**config.mk**
```make
export PLATFORM = sky130hd
export DESIGN_NAME = mux_pipe
export DESIGN_NICKNAME = d
export VERILOG_FILES = /design/src/rtl/mux_pipe.sv
export SDC_FILE = /design/constraint.sdc
export NUM_CORES = 1
export LEC_CHECK = 0
export CAP_MARGIN = 20
export CORE_UTILIZATION = 35
export DETAILED_ROUTE_END_ITERATION = 10
export DONT_BUFFER_PORTS = 1
export PLACE_DENSITY = 0.49
export SLEW_MARGIN = 10
export SYNTH_ARGS = -nofsm -noshare
export SYNTH_HDL_FRONTEND = slang
export SYNTH_SLANG_ARGS = --single-unit
```
**constraint.sdc**
```tcl
create_clock -name clk_i -period 4.14 [get_ports clk_i]
set_input_delay 0.414 -clock clk_i [delete_from_list [all_inputs] [get_ports clk_i]]
set_output_delay 0.414 -clock clk_i [all_outputs]
set_load 0.005 [all_outputs]
```
**src/rtl/mux_pipe.sv**
```systemverilog
// mux_pipe: registered multi-lane operand selector between the input buffer
// and the PE row.
//
// Each of NUMBER_LANES lanes picks one of NUMBER_INPUT_MUX signed words per
// beat. A select code that is out of range yields a zero word and raises the
// lane's zero flag, so the PE array can skip pruned operands.
//
// In sequencer mode each lane's select comes from a rotation counter
// instead of sel_mux_i. Lane l then uses (c + l) mod N.
//
// Ports:
//   clk_i       clock, rising edge
//   rst_i       asynchronous reset, active high
//   data_in_i   [0:N-1] candidate words, W = I_WIDTH + F_WIDTH bits, signed
//   sel_mux_i   [0:L-1] per-lane select codes, used when seq_mode_i = 0
//   seq_mode_i  1 = lane selects come from the rotation counter
//   seq_clr_i   synchronous clear of the rotation counter
//   valid_i     input beat valid
//   ready_o     block can accept a beat
//   data_out_o  [0:L-1] selected words, registered
//   zero_o      per-lane flag: word was forced to zero by an out-of-range select
//   valid_o     output beat valid
//   ready_i     downstream accepts the output beat
module mux_pipe #(
   parameter int I_WIDTH          = 8,
   parameter int F_WIDTH          = 8,
   parameter int NUMBER_INPUT_MUX = 8,
   parameter int SEL_WIDTH_MUX    = 4,
   parameter int NUMBER_LANES     = 4
) (
   input  logic                                clk_i,
   input  logic                                rst_i,
   input  logic signed [I_WIDTH+F_WIDTH-1:0]   data_in_i [0:NUMBER_INPUT_MUX-1],
   input  logic        [SEL_WIDTH_MUX-1:0]     sel_mux_i [0:NUMBER_LANES-1],
   input  logic                                seq_mode_i,
   input  logic                                seq_clr_i,
   input  logic                                valid_i,
   output logic                                ready_o,
   output logic signed [I_WIDTH+F_WIDTH-1:0]   data_out_o [0:NUMBER_LANES-1],
   output logic        [NUMBER_LANES-1:0]      zero_o,
   output logic                                valid_o,
   input  logic                                ready_i
);

   localparam int W = I_WIDTH + F_WIDTH;

   logic [SEL_WIDTH_MUX-1:0] cnt;
   logic [SEL_WIDTH_MUX-1:0] cnt_base;
   logic [SEL_WIDTH_MUX-1:0] cnt_next;
   logic [SEL_WIDTH_MUX-1:0] lane_sel  [0:NUMBER_LANES-1];
   logic signed [W-1:0]      lane_word [0:NUMBER_LANES-1];
   logic [NUMBER_LANES-1:0]  lane_zero;

   logic signed [W-1:0]      skid_data [0:NUMBER_LANES-1];
   logic [NUMBER_LANES-1:0]  skid_zero;
   logic                     skid_valid;

   logic accept;
   logic load_out;

   // ready_o depends only on the skid flag, so there is no combinational
   // path from ready_i back to the input side.
   assign ready_o  = ~skid_valid;
   assign accept   = valid_i & ready_o;
   assign load_out = ~valid_o | ready_i;

   // A clear in the same cycle makes the current beat rotate from zero.
   assign cnt_base = seq_clr_i ? '0 : cnt;

   always_comb begin
      for (int l = 0; l < NUMBER_LANES; l++) begin
         lane_sel[l] = sel_mux_i[l];
         if (seq_mode_i) begin
            lane_sel[l] = SEL_WIDTH_MUX'((int'(cnt_base) + l) % NUMBER_INPUT_MUX);
         end
      end
   end

   // The select is compared against each legal index. A code that matches
   // none of them falls through to the zero word with the flag set.
   always_comb begin
      for (int l = 0; l < NUMBER_LANES; l++) begin
         lane_word[l] = '0;
         lane_zero[l] = 1'b1;
         for (int k = 0; k < NUMBER_INPUT_MUX; k++) begin
            if (lane_sel[l] == SEL_WIDTH_MUX'(k)) begin
               lane_word[l] = data_in_i[k];
               lane_zero[l] = 1'b0;
            end
         end
      end
   end

   always_comb begin
      cnt_next = cnt;
      if (seq_clr_i) begin
         cnt_next = (accept & seq_mode_i) ? SEL_WIDTH_MUX'(1 % NUMBER_INPUT_MUX) : '0;
      end else if (accept & seq_mode_i) begin
         cnt_next = (cnt == SEL_WIDTH_MUX'(NUMBER_INPUT_MUX - 1)) ? '0 : cnt + 1'b1;
      end
   end

   always_ff @(posedge clk_i or posedge rst_i) begin
      if (rst_i) begin
         cnt        <= '0;
         valid_o    <= 1'b0;
         zero_o     <= '0;
         skid_valid <= 1'b0;
         skid_zero  <= '0;
         for (int l = 0; l < NUMBER_LANES; l++) begin
            data_out_o[l] <= '0;
            skid_data[l]  <= '0;
         end
      end else begin
         cnt <= cnt_next;
         if (load_out) begin
            // While the skid is full, ready_o is low and no accept can
            // compete with the skid entry for the output register.
            if (skid_valid) begin
               data_out_o <= skid_data;
               zero_o     <= skid_zero;
               valid_o    <= 1'b1;
               skid_valid <= 1'b0;
            end else if (accept) begin
               data_out_o <= lane_word;
               zero_o     <= lane_zero;
               valid_o    <= 1'b1;
            end else begin
               valid_o    <= 1'b0;
            end
         end else if (accept) begin
            skid_data  <= lane_word;
            skid_zero  <= lane_zero;
            skid_valid <= 1'b1;
         end
      end
   end

endmodule

```
* After elaboration in Yosys (flattened, before gate mapping)
Index checks and enable logic that the tools add are counted.
Storage, ports and cells: flip-flop bits (word level) 142, word-level logic and storage cells 148
Operators by class: add/subtract/negate cells 4, eq/ne operators 29, multiplexer cells 81, bitwise gates (word level) 9, reductions and logical operators 12
Operators by type and width (number):
- 16-bit two-way mux | 32
- 64-bit two-way mux | 2
- 4-bit by 3-bit equality test with 1-bit output (second input constant) | 17
- 1-bit two-way mux | 37
- 4-bit two-way mux | 9
- 4-bit by 2-bit equality test with 1-bit output (second input constant) | 8
- 4-bit by 1-bit equality test with 1-bit output (second input constant) | 4
- 4-bit zero test | 4
- 3-bit OR reduction | 3
- 3-bit by 2-bit adder with 3-bit output (second input constant) | 2
- 2-bit nonzero test | 3
- 4-bit by 1-bit adder with 4-bit output (second input constant) | 1
- 2-bit AND reduction | 2
- 3-bit by 1-bit adder with 3-bit output (second input constant) | 1
- 1-bit bitwise AND (first input constant) | 3
- 3-bit two-way mux | 1
- 1-bit inverter | 3
- 1-bit bitwise AND | 2
- 1-bit OR | 1

* Longest topological paths before layout
depth after elaboration 16, mapped depth 13, gate-level depth less buffers 9

* Worst setup path before layout
OpenSTA, ideal clock, no wires.
kind input -> register, start point in seq_clr_i, end point reg data_out_o[35] (netlist name), library setup time 0.118 ns, data arrival time 2.742 ns, required time 4.022 ns, path slack 1.280 ns, cell stages on the path 12, path buffers 4, cells stage by stage clkbuf_2 clkbuf_1 nand2b_1 inv_1 ha_1 mux2_2 clkbuf_1 clkbuf_1 a211oi_1 o41ai_1 a31oi_1 a21o_1
On the way: longest elaborated chain between the ends 16, elaborated cells on any way between the ends 23, those cells by class add/sub: 1; eq/ne: 7; mux: 12; bitwise: 1; reduce/logical: 2
RTL lines:
- from (decl) | line 36 | input logic seq_clr_i,
- 3-bit two-way mux * | line 68 | assign cnt_base = seq_clr_i ? '0 : cnt;
- 3-bit by 1-bit adder with 3-bit output * | line 74 | lane_sel[l] = SEL_WIDTH_MUX'((int'(cnt_base) + l) % NUMBER_INPUT_MUX);
- 3-bit OR reduction (no source line)
- 1-bit bitwise AND (no source line)
- 4-bit two-way mux * | line 73 | if (seq_mode_i) begin
- 4-bit zero test | line 86 | if (lane_sel[l] == SEL_WIDTH_MUX'(k)) begin
- 16-bit two-way mux (7 in a row) | line 86
- 16-bit two-way mux * | line 86
- 64-bit two-way mux * | line 124 | end else if (accept) begin
- 64-bit two-way mux * | line 119 | if (skid_valid) begin
- to (signal assigned) | line 120 | data_out_o <= skid_data;
- to (signal assigned) | line 125 | data_out_o <= lane_word;
- to (decl) | line 39 | output logic signed [I_WIDTH+F_WIDTH-1:0] data_out_o [0:NUMBER_LANES-1],
Every way passes the cells marked *; elsewhere a longest branch is shown, timed or not. The select of a mux whose other input is x is not followed. A chain may end at the register's enable or synchronous reset.

* Worst setup path after layout
start point reg cnt[0], end point reg data_out_o[36] (netlist name)
On the way: longest elaborated chain between the ends 16, elaborated cells on any way between the ends 23, those cells by class add/sub: 1; eq/ne: 7; mux: 12; bitwise: 1; reduce/logical: 2
RTL lines:
- from (decl) | line 47 | logic [SEL_WIDTH_MUX-1:0] cnt;
- from (signal assigned) | line 115 | cnt <= cnt_next;
- 3-bit two-way mux * | line 68
- 3-bit by 1-bit adder with 3-bit output * | line 74
- 3-bit OR reduction (no source line)
- 1-bit bitwise AND (no source line)
- 4-bit two-way mux * | line 73
- 4-bit zero test | line 86
- 16-bit two-way mux (7 in a row) | line 86
- 16-bit two-way mux * | line 86
- 64-bit two-way mux * | line 124
- 64-bit two-way mux * | line 119
Marks and branches as above.

==> results.sh <==
export IMPL_status="completed"
export IMPL_worstMarginPinSlew_ns=1.10
export IMPL_critPathBufInv=1
export IMPL_firstDrtPassIters=6
export IMPL_dieArea_um2=33800
export IMPL_period_share=0.797
export IMPL_fin_skew_ns=0.0136
export IMPL_antenna_cells=0
export IMPL_crit_path_max_incr_delay_ns=0.75
export IMPL_pwr_share_clk=0.335
export IMPL_cts_hold_buf=0
export IMPL_cts_tree="yes"
export IMPL_routed_via_density=6.84
export IMPL_gp_congestion=1.04
export IMPL_grtUsageTotal=0.367
export IMPL_multiInputGateArea_um2=7390
export IMPL_avgSynthCellArea_um2=7.77
export IMPL_hold_violations=0
export IMPL_cts_sinks=142
export IMPL_synth_edf_count=0
export IMPL_cts_setup_buffers=0
export IMPL_clock_latency_ns=0.45
export IMPL_ys_seq_elements=142
export IMPL_drt_initial_drc_count=1811
export IMPL_seq_power_share=0.386
export IMPL_regArea_um2=3550
export IMPL_ios=220
export IMPL_wl_per_cell_um=33.2
export IMPL_vias=12874
export IMPL_grt_pass1_wl_mm=88.0
export IMPL_cts_resized=0
export IMPL_ant_nets=0
export IMPL_hpwl_mm=46.0
export IMPL_critPathArrivalTime_ns=3.63
export IMPL_initial_core_util=0.355
export IMPL_clk_pin_slew_ns=0.07
export IMPL_numCtsBuffers=17
export IMPL_combPwrFrac=0.279
export IMPL_grt_pass1_vias=11774
export IMPL_drc=0
export IMPL_fillCellCount=3382
export IMPL_max_freq_ghz=0.303
export IMPL_synth_main_ff_cell="dfrtp_1"
export IMPL_die_y_um=184
export IMPL_worst_setup_path_end_kind="flip-flop"
export IMPL_relSlewSlack=0.269
export IMPL_coreArea_um2=32500
export IMPL_clockRootBuffer="clkbuf_16"
export IMPL_p_sw_frac=0.355
export IMPL_path_delay_family="compound AO/OA/AOI/OAI gates"
export IMPL_period_needed_ns=3.30
export IMPL_async_flop_share=1.00
export IMPL_critPathKind="flip-flop to flip-flop"
export IMPL_area_growth_pct=9.79
export IMPL_yosys_warnings=0
export IMPL_grt_ovfl_total=0
export IMPL_io_buffer_count=0
export IMPL_internal_power_uw=3320
export IMPL_leakage_uw=0.00487
export IMPL_rsz0062_at_grt="false"
export IMPL_clock_path_buffers=2
export IMPL_antenna_found_initial=1
export IMPL_setup_viol=0
export IMPL_drive_above_1_share=0.0951
export IMPL_final_core_utilization=0.390
export IMPL_routed_wl_mm=62.6
export IMPL_die_w_um=184
export IMPL_hp_class="input pin to flip-flop"
export IMPL_grt_max_degree=143
export IMPL_switchingPower_uw=1830
export IMPL_syn_cell_area_um2=11600
export IMPL_nNetsFinal=1581
export IMPL_vdd_drop_max_v=0.000268
export IMPL_required_ns=4.47
export IMPL_slowest_stage="o41ai_1"
export IMPL_worstPathCellList="nand2b_1 -> inv_2 -> ha_1 -> and4bb_2 -> a221o_2 -> a21oi_1 -> o41ai_1 -> a31oi_1 -> a21o_1"
export IMPL_power_density_nw_per_um2=406
export IMPL_num_rows=66
export IMPL_setup_tns_ns=0
export IMPL_start_kind="flip-flop"
export IMPL_slew_violations=0
export IMPL_synth_seq_area_share=0.307
export IMPL_drv_cap=0
export IMPL_postSynthNetCount=1641
export IMPL_postSynthCellCount=1488
export IMPL_ys_types=84
export IMPL_critPathMaxFanout=16
export IMPL_cts_htree_levels=4
cells in the mapped netlist (all sizes together) (11+ instances only):
| master | instances | area, µm² |
|---|---|---|
| o31ai | 11 | 97.6 |
| a211oi | 31 | 238 |
| mux2i | 58 | 581 |
| a21oi | 135 | 676 |
| dfrtp | 142 | 3550 |
| o2bb2ai | 21 | 184 |
| nand2 | 113 | 424 |
| nand2b | 12 | 75.1 |
| a22o | 11 | 96.3 |
| and3 | 21 | 131 |
| clkbuf | 91 | 343 |
| a31oi | 75 | 469 |
| a21boi | 14 | 105 |
| nor3 | 53 | 270 |
| o211ai | 24 | 180 |
| nand4 | 18 | 113 |
| buf | 46 | 260 |
| nand3 | 65 | 325 |
| nor2 | 94 | 370 |
| o22ai | 26 | 163 |
| o21bai | 40 | 300 |
| a21o | 34 | 255 |
| o21ai | 172 | 865 |
| inv | 20 | 75.1 |
| a221oi | 15 | 138 |
stage by stage:
step / instance area, µm² / power, µW / cells / setup slack [ns] / hold WS [ns]
after floorplan: 11600 / 2880 / 1488 / 1.28 / 0.442
after global placement: 12000 / 3390 / 1848 / 0.788 / 0.454
after detailed placement: 12000 / 3410 / 1849 / 0.722 / 0.460
after CTS: 12700 / 5150 / 1881 / 0.703 / 0.00512
after global routing: 12700 / 5390 / 1883 / 0.684 / 0.00532
final: 12700 / 5150 / 1883 / 0.841 / 0.0335
cells in the final DEF (no fill, tap or decap), drive strengths merged, types with 6 or more instances in the layout:
master and instances:
o21ai 172, dfrtp 142, a21oi 135, nand2 113, nor2 94, a31oi 75
nand3 65, mux2i 58, buf 58, nor3 53, o21bai 40, a21o 34
a211oi 31, o22ai 26, o211ai 24, o2bb2ai 21, and3 21, inv 20
clkbuf 19, nand4 18, a221oi 15, a21boi 14, nand2b 12, a22o 11
o31ai 11, a22oi 9, a211o 9, o41ai 9, o21a 8, a32oi 8
and2 8, or2 7, or3 7, nor2b 7, o221ai 7, clkinv 6
flip-flops by register name, indices dropped and copies added (netlist names):
register and count:
valid_o 1, zero_o 4, skid_data 64, skid_valid 1
skid_zero 4, data_out_o 64, cnt 4
kinds of logic (layout without fill, tap and decap cells):
family | after synthesis | in the layout | share of synthesized area
AND/OR/NAND/NOR | 430 | 430 | 0.183
XOR/XNOR | 2 | 2 | 0.00151
AO/OA/AOI/OAI | 691 | 691 | 0.390
multiplexers | 63 | 63 | 0.0560
buffers and inverters | 157 | 110 | 0.0586
adder cells (fa/ha/maj) | 3 | 3 | 0.00325
flip-flops | 142 | 142 | 0.307
worst paths after layout:
kind,start,to,slack (ns),cells past startpoint
worst max-delay path,cnt[0]$_DFFE_PP0P_,data_out_o[36]$_DFFE_PP0P_,0.84,9
worst min-delay path,seq_clr_i,cnt[3]$_DFFE_PP0P_,0.03,1
worst max register to register,cnt[0]$_DFFE_PP0P_,data_out_o[36]$_DFFE_PP0P_,0.84,9
worst min register to register,skid_data[4]$_DFFE_PP0P_,skid_data[4]$_DFFE_PP0P_,0.47,1
max in group asynchronous,rst_i,data_out_o[5]$_DFFE_PP0P_,3.43,2
min in group asynchronous,rst_i,data_out_o[60]$_DFFE_PP0P_,0.05,2
power by group through the flow:
| stage | sequential (µW) | clock, µW | combinational, µW |
|---|---|---|---|
| global route | 2030 | 1820 | 1540 |
| floorplan | 1910 | 0 | 976 |
| finish | 1990 | 1730 | 1440 |
| CTS | 1990 | 1760 | 1400 |
| detailed placement | 2010 | 0 | 1400 |
| global placement | 2010 | 0 | 1390 |
worst reg2reg max path, stage by stage (launching register included):
cell	delay [ns]
dfrtp_1	0.48
nand2b_1	0.25
inv_2	0.12
ha_1	0.24
and4bb_2	0.33
a221o_2	0.53
a21oi_1	0.15
o41ai_1	0.75
a31oi_1	0.17
a21o_1	0.18
layout make-up:
type	count	area share
clock buffers	19	0.0349
clock inverters	13	0.0167
multi-input cells	1189	0.582
repair buffers	58	0.0371
well taps	442	0.0436
inverters	20	0.00621
flip-flops and latches	142	0.280
layer usage:
layer | global-route usage | vias to the layer above | share of wire
met5 | 0 | - | 0
met4 | 0.138 | 0 | 0.038
met3 | 0.124 | 125 | 0.12
met2 | 0.521 | 857 | 0.42
met1 | 0.507 | 6318 | 0.42
li1 | - | 5574 | -
Note: power is estimated with default switching activity, not from simulation.
